**src/rtl/rf_arb_pkg.sv**
```systemverilog
// Shared widths and the buffered long-latency result entry for the register file write arbiter.
package rf_arb_pkg;
  localparam int XLEN       = 32;
  localparam int REG_ADDR_W = 5;
  localparam int NUM_REGS   = 32;

  typedef struct packed {
    logic [REG_ADDR_W-1:0] rd;
    logic [XLEN-1:0]       data;
  } lu_entry_t;
endpackage

```
**src/rtl/wb_result_fifo.sv**
```systemverilog
// Synchronous result FIFO; head visible combinationally the cycle after push.
// Push is ignored when full, pop is ignored when empty; full/empty come from the registered count.
module wb_result_fifo
  import rf_arb_pkg::*;
#(
  parameter int DEPTH = 2
) (
  input  logic      clk,
  input  logic      rst,
  input  logic      push_i,
  input  lu_entry_t push_dat_i,
  input  logic      pop_i,
  output logic      full_o,
  output logic      empty_o,
  output lu_entry_t head_o
);
  localparam int AW = (DEPTH > 1) ? $clog2(DEPTH) : 1;
  localparam logic [AW:0] FULL_CNT = (AW+1)'(DEPTH);

  lu_entry_t     mem_q [DEPTH];
  logic [AW-1:0] wr_ptr_q, rd_ptr_q;
  logic [AW:0]   count_q;
  logic          do_push, do_pop;

  assign full_o  = (count_q == FULL_CNT);
  assign empty_o = (count_q == '0);
  assign do_push = push_i & ~full_o;
  assign do_pop  = pop_i & ~empty_o;
  assign head_o  = mem_q[rd_ptr_q];

  // DEPTH is a power of two, so the pointers wrap by plain overflow.
  always_ff @(posedge clk or posedge rst) begin
    if (rst) begin
      wr_ptr_q <= '0;
      rd_ptr_q <= '0;
      count_q  <= '0;
    end else begin
      if (do_push) wr_ptr_q <= wr_ptr_q + 1'b1;
      if (do_pop)  rd_ptr_q <= rd_ptr_q + 1'b1;
      count_q <= count_q + {{AW{1'b0}}, do_push} - {{AW{1'b0}}, do_pop};
    end
  end

  always_ff @(posedge clk) begin
    if (do_push) mem_q[wr_ptr_q] <= push_dat_i;
  end
endmodule

```
**src/rtl/regfile_write_arbiter.sv**
```systemverilog
// Shares the RF write port: writeback wins in zero cycles, long-latency results drain from a FIFO
// in idle cycles. lu_ready_out is !full (registered); stall_out forces a writeback bubble on starvation.
module regfile_write_arbiter
  import rf_arb_pkg::*;
#(
  parameter int XLEN         = rf_arb_pkg::XLEN,
  parameter int FIFO_DEPTH   = 2,
  parameter int STARVE_LIMIT = 4
) (
  input  logic                  clk,
  input  logic                  rst,
  input  logic                  wb_regWrite_in,
  input  logic [REG_ADDR_W-1:0] wb_rd_addr_in,
  input  logic [XLEN-1:0]       wb_write_data_in,
  input  logic                  issue_valid_in,
  input  logic [REG_ADDR_W-1:0] issue_rd_addr_in,
  input  logic                  lu_valid_in,
  input  logic [REG_ADDR_W-1:0] lu_rd_addr_in,
  input  logic [XLEN-1:0]       lu_data_in,
  output logic                  lu_ready_out,
  output logic                  rf_we_out,
  output logic [REG_ADDR_W-1:0] rf_rd_addr_out,
  output logic [XLEN-1:0]       rf_wd_out,
  output logic [NUM_REGS-1:0]   pending_mask_out,
  output logic                  stall_out
);
  localparam int SW = $clog2(STARVE_LIMIT + 1);
  localparam logic [SW-1:0] STARVE_MAX = SW'(STARVE_LIMIT);

  lu_entry_t           push_ent, head_ent;
  logic                fifo_full, fifo_empty;
  logic                wb_req, lu_head, pop, blocked;
  logic [NUM_REGS-1:0] pending_q, pending_d;
  logic [SW-1:0]       starve_q, starve_d;

  assign push_ent.rd   = lu_rd_addr_in;
  assign push_ent.data = lu_data_in;

  wb_result_fifo #(.DEPTH(FIFO_DEPTH)) u_fifo (
    .clk        (clk),
    .rst        (rst),
    .push_i     (lu_valid_in),
    .push_dat_i (push_ent),
    .pop_i      (pop),
    .full_o     (fifo_full),
    .empty_o    (fifo_empty),
    .head_o     (head_ent)
  );

  assign wb_req       = wb_regWrite_in & (wb_rd_addr_in != '0);
  assign lu_head      = ~fifo_empty;
  assign pop          = lu_head & ~wb_req;
  assign blocked      = lu_head & wb_req;
  assign lu_ready_out = ~fifo_full;

  always_comb begin
    rf_we_out      = 1'b0;
    rf_rd_addr_out = '0;
    rf_wd_out      = '0;
    if (wb_req) begin
      rf_we_out      = 1'b1;
      rf_rd_addr_out = wb_rd_addr_in;
      rf_wd_out      = wb_write_data_in;
    end else if (pop && head_ent.rd != '0) begin
      rf_we_out      = 1'b1;
      rf_rd_addr_out = head_ent.rd;
      rf_wd_out      = head_ent.data;
    end
  end

  // Issue is applied after the pop clear so a same-rd collision leaves the bit set.
  always_comb begin
    pending_d = pending_q;
    if (pop) pending_d[head_ent.rd] = 1'b0;
    if (issue_valid_in && issue_rd_addr_in != '0) pending_d[issue_rd_addr_in] = 1'b1;
    pending_d[0] = 1'b0;
  end

  always_comb begin
    starve_d = starve_q;
    if (pop || fifo_empty) starve_d = '0;
    else if (blocked && starve_q != STARVE_MAX) starve_d = starve_q + 1'b1;
  end

  always_ff @(posedge clk or posedge rst) begin
    if (rst) begin
      pending_q <= '0;
      starve_q  <= '0;
    end else begin
      pending_q <= pending_d;
      starve_q  <= starve_d;
    end
  end

  assign pending_mask_out = pending_q;
  assign stall_out        = (starve_q == STARVE_MAX);
endmodule

```
**config.mk**
```make
export PLATFORM = sky130hd
export DESIGN_NAME = regfile_write_arbiter
export DESIGN_NICKNAME = d
export VERILOG_FILES = /design/src/rtl/rf_arb_pkg.sv /design/src/rtl/wb_result_fifo.sv /design/src/rtl/regfile_write_arbiter.sv
export SDC_FILE = /design/constraint.sdc
export NUM_CORES = 1
export LEC_CHECK = 0
export CORE_MARGIN = 2
export CORE_UTILIZATION = 35
export DETAILED_ROUTE_END_ITERATION = 8
export GPL_TIMING_DRIVEN = 0
export PLACE_DENSITY = 0.68
export SYNTH_ARGS = -nofsm -noshare
export SYNTH_HDL_FRONTEND = slang
export SYNTH_SLANG_ARGS = --single-unit
```
**constraint.sdc**
```tcl
create_clock -name clk -period 6.4 [get_ports clk]
set_input_delay 0.96 -clock clk [delete_from_list [all_inputs] [get_ports clk]]
set_output_delay 0.96 -clock clk [all_outputs]
set_load 0.005 [all_outputs]
```
* Word level (Yosys, flattened, before mapping)
Memory sizes are Yosys's and may differ from the RTL's. Cells that the tools add are included. W data, S select, Z words.
Word-level totals: register bits after elaboration 38, memory bits (writable) 74, input bits 84, output and inout bits 72, memories kept 1
Memory list:
- u_fifo.mem_q | depth 2, width 37, read ports 1, clocked after Yosys merged registers in 0, wr ports 1, RTL line wb_result_fifo.sv:20 | lu_entry_t mem_q [DEPTH];
Cells by class: $add $sub $neg 5, $lt $le $gt $ge 4, eq/ne operators 3, mux-type cells 16, bitwise logic cells 11, reduce and logical (&&, ||, !) cells 11
Operators by type and width (count):
- $mux W32 | 4
- $and A32 B32 Y32 | 1
- $not A32 Y32 | 1
- $or A32 B32 Y32 | 1
- $reduce_bool A5 Y1 | 3
- $lt A5 B6 Y1 const B | 2
- $demux W1 S5 | 2
- $ge A5 B1 Y1 const B | 2
- $mux W5 | 2
- $mux W1 | 6
- $mux W3 | 2
- $and A1 B1 Y1 | 5
- $logic_and A1 B1 Y1 | 5
- $add A3 B1 Y3 const B | 1
- $eq A3 B3 Y1 const B | 1
- $ne A3 B3 Y1 const B | 1
- $not A1 Y1 | 3
- $add A1 B1 Y1 const B | 2
- $add A2 B1 Y2 | 1
- $eq A2 B2 Y1 const B | 1
- $logic_not A2 Y1 | 1
- $reduce_bool A2 Y1 | 1
- $sub A2 B1 Y2 | 1
- $logic_or A1 B1 Y1 | 1

* Depth between registers and ports, before layout
An unclocked memory read counts as a cell.
depth in word-level cells 10, gate-level depth with buffers 9, depth with buffers taken out 8

* Cells and area by module
Synthesis repeated with hierarchy kept, for this count alone.
Second synthesis, totals: cells, all modules 414, area, all modules 5798.1 um^2
By module, submodules not included:
- wb_result_fifo | times used 1, cells an instance 134, area an instance 2954.1 um^2, seq. area each 2322.2 um^2
- regfile_write_arbiter | times used 1, cells an instance 280, area an instance 2844.0 um^2, seq. area each 850.8 um^2

* Worst setup path after synthesis
Ideal clock, no wire load.
path kind input to register, from input port lu_valid_in, to memory u_fifo.mem_q[0][0] (netlist bit), enable pin, library setup time 431 ps, data arrival time 2610 ps, setup slack 3359 ps, stages 2, buffers on the path 0, path through nand2_1 -> nor2_1
Between the ends: cells in the longest elaborated chain, start to end 3
Ends and longest elaborated chain:
- start, declared | RTL line regfile_write_arbiter.sv:17 | input logic lu_valid_in,
- $and A1 B1 Y1 | RTL line wb_result_fifo.sv:27 | assign do_push = push_i & ~full_o;
- $mux W1 | RTL line wb_result_fifo.sv:45 | if (do_push) mem_q[wr_ptr_q] <= push_dat_i;
- $mux W1 (implied by the code) | RTL line wb_result_fifo.sv:45
- end, declared | RTL line wb_result_fifo.sv:20
No other way between the ends.

* Final worst setup path
from input port wb_regWrite_in, to output port rf_wd_out[30]
Between the ends: cells in the longest elaborated chain, start to end 6
Ends and longest elaborated chain:
- start, declared | RTL line regfile_write_arbiter.sv:12 | input logic wb_regWrite_in,
- $and A1 B1 Y1 (*) | RTL line regfile_write_arbiter.sv:50 | assign wb_req = wb_regWrite_in & (wb_rd_addr_in != '0);
- $not A1 Y1 | RTL line regfile_write_arbiter.sv:52 | assign pop = lu_head & ~wb_req;
- $and A1 B1 Y1 | RTL line regfile_write_arbiter.sv:52
- $logic_and A1 B1 Y1 | RTL line regfile_write_arbiter.sv:64 | end else if (pop && head_ent.rd != '0) begin
- $mux W32 | RTL line regfile_write_arbiter.sv:64
- $mux W32 (*) | RTL line regfile_write_arbiter.sv:60 | if (wb_req) begin
- end, declared | RTL line regfile_write_arbiter.sv:23 | output logic [XLEN-1:0] rf_wd_out,
Mark *: on every way between the ends. The rest lies on a longest branch, timed or not.

==> results.tsv <==
metric	value	unit
min cycle time layout	4.35	ns
Reg-to-Reg Start	u_fifo.count_q[1]	
Mapped Area	4970	um2
top cells by count, synth	101 x nand2_1, 74 x edfxtp_1, 38 x dfrtp_1, 38 x mux2i_1, 37 x o21ai_0	
Yosys reg bits	112	
largest net degree at the start of global routing	39	
P per Cell Area	401	nW/um2
clock root buffer master	clkbuf_16	
slew margin rel.	47.4	%
Crit Path Max Fanout	10	
Worst VDD drop	0.156	mV
Setup-failing EPs final	0	
hpwl dp	9740	um
Main synth FF type	edfxtp_1	
drt drc	0	
CTS HTree Levels	3	
Avg WL per Cell	16.8	um
Crit. End Element	output pin	
die area	15200	um2
Worst Hold Class	flop to flop	
antenna viol nets, final	0	
# fillers	1244	
DR vias/cell	5.02	
status	complete, no violations	
Synthesis Warnings	0	
DR pass1 iterations	4	
Clock Pin Slew Worst Setup and Hold Paths	0.07	ns
Overflow after GRT	0	
Max Freq	230	MHz
Core Area	13900	um2
crit path DAT	3.39	ns
CTS max path bufs	2	
syn_nets	500	
Startpoint Class	input pin	
FF/Latch Area	3170	um2
count leader, synth	nand2_1	
non-filler cells, final	764	
Post-Synthesis Cells	412	
number of synthesized flops with an enable pin	74	
nets@finish	667	
top cells by area, synth	edfxtp_1 45%, dfrtp_1 19%, mux2i_1 7.6%, nand2_1 7.6%, o31ai_1 5.1%	
total wire length	12800	um
Unique masters post-synth	37	
Iteration-0 DRC Markers	241	
Syn Area/Cell	12.1	um2
Starting Density	35.8	%
TritonCTS clock tree	built	
unrepaired setup endpoints after global routing	no	
area share of the largest cell type after synthesis	44.7	%
top-level I/O count	156	
TritonCTS Buffers	9	
slowest stage cell, crit path	clkdlybuf4s50_1	
crit path kind	input pin to output pin	
CTS Sinks	112	
area of the multi-input gates	1660	um2
Crit path buffers/inverters	3	
Setup TNS	0	ns
post-cts resize count	0	
worst-path cell chain	clkdlybuf4s50_1 > a21boi_1 > clkbuf_1 > nand2_1 > o21ai_1 > clkdlybuf4s50_1	
area leader, netlist	edfxtp_1	
# Post-CTS Setup Buffers	0	
PnR worst setup slack	2.05	ns
Worst EP required	5.44	ns
Die Ht	123	um
sequential-to-total area share from yosys stat	63.8	%
RD Place Congestion	0.861	
die width	123	um
share of cells above drive strength 1	7.88	%
port buffer count	154	
crit-path most repeated cell	clkdlybuf4s50_1	
Max Cap Viol	0	
number of antenna violations at the first check in global routing	1	
DP Cell Count	748	
CP top delay family	buffers and inverters	
PnR Total Power	2.84	mW
Leakage Power	2.71	nW
first-pass GRT wire length	19900	um
vias in the first global route	4006	
Place WS	2.01	ns
site row count	43	
Slew @ Worst Pin	0.787	ns
routed via count	3836	
hold wc startpoint	pending_mask_out[29]	
fraction of registers with async set or reset after synthesis	33.9	%
cts-stage hold buffer count	0	
utilization after layout	51.1	%
# diodes	0	
period utilization	67.9	%
Global Route Usage Sum	17.4	%
synth-to-layout area growth	42.5	%
Final Max Tran Viols	0	
Worst Setup SP	wb_regWrite_in	
clock skew	0.00588	ns
Crit path largest cell delay	0.61	ns
final hold vios	0	
clk_lat worst skew	0.35	ns
path summary, 6_finish.rpt:
| path | cells after the start | slack (ns) | end |
|---|---|---|---|
| max reg2reg | 9 | 4.09 | u_fifo.count_q[1] |
| max | 6 | 2.05 | rf_wd_out[30] |
| min reg2reg | 2 | 0.50 | pending_mask_out[29] |
| min | 2 | 0.50 | pending_mask_out[29] |
| min in group asynchronous | 2 | 1.08 | pending_mask_out[17] |
| max in group asynchronous | 2 | 4.82 | pending_mask_out[31] |
placed cells by master, fill, tap and decap left out, types with 4 or more instances in the layout:
cell	count
clkdlybuf4s50_1	154
xnor2_1	5
ha_1	4
nor2_1	8
nand2_1	101
mux2i_1	38
o31ai_1	34
o21ai_0	37
nor3_1	7
dfrtp_1	38
nand3_1	6
buf_4	5
mux2_2	5
buf_2	6
edfxtp_1	74
clkbuf_1	4
inv_1	9
clkbuf_16	9
worst register-to-register path, stage by stage (launching register included):
cell	delay, ns
dfrtp_1	0.44
or2_1	0.27
a31oi_4	0.33
buf_2	0.32
inv_1	0.08
ha_1	0.27
inv_1	0.03
ha_1	0.19
xnor2_1	0.17
xnor2_1	0.14
cell families after synthesis:
| kind of cell | count (synthesis) | share of synthesized area, % |
|---|---|---|
| mux | 43 | 8.78 |
| buf+inv | 28 | 2.94 |
| flops | 112 | 63.8 |
| xor+xnor | 5 | 0.880 |
| other cells | 1 | 0.0754 |
| fa+ha+maj | 4 | 1.01 |
| compound gates | 80 | 10.6 |
| simple gates | 139 | 11.9 |
power breakdown:
group          internal, mW  switching (mW)  total [mW]
Clock                 0.306           0.259       0.565
Sequential             1.02           0.118        1.14
Combinational         0.599           0.546        1.14
sequential cells by signal, summed over array words and instances (netlist names):
name / flops
u_fifo.rd_ptr_q: 1
u_fifo.mem_q: 74
u_fifo.wr_ptr_q: 1
starve_q: 3
u_fifo.count_q: 2
pending_mask_out: 31
cell type report:
class | count | area share [%]
clock inverter | 6 | 0.953
sequential | 112 | 44.8
tap | 180 | 3.18
buffer | 18 | 1.54
multi-input combinational | 272 | 23.5
timing repair buffer | 156 | 22.3
clock buffer | 10 | 3.23
inverter | 10 | 0.530
per-layer routing:
layer / up-vias / share of wire, % / global-route usage, %
li1: 1827 / - / -
met1: 1802 / 40 / 20.4
met3: 28 / 9.2 / 5.30
met5: - / 0.10 / 0
met2: 177 / 48 / 28.9
met4: 2 / 3.0 / 8.81
metrics by stage:
stage	area, um2	hold WS, ns
after CTS	7090	0.506
after global routing	7090	0.530
after floorplan	4970	0.461
final	7090	0.504
after global placement	6740	0.479
after detailed placement	6790	0.490
No activity file was read; power rests on OpenSTA's default activity.
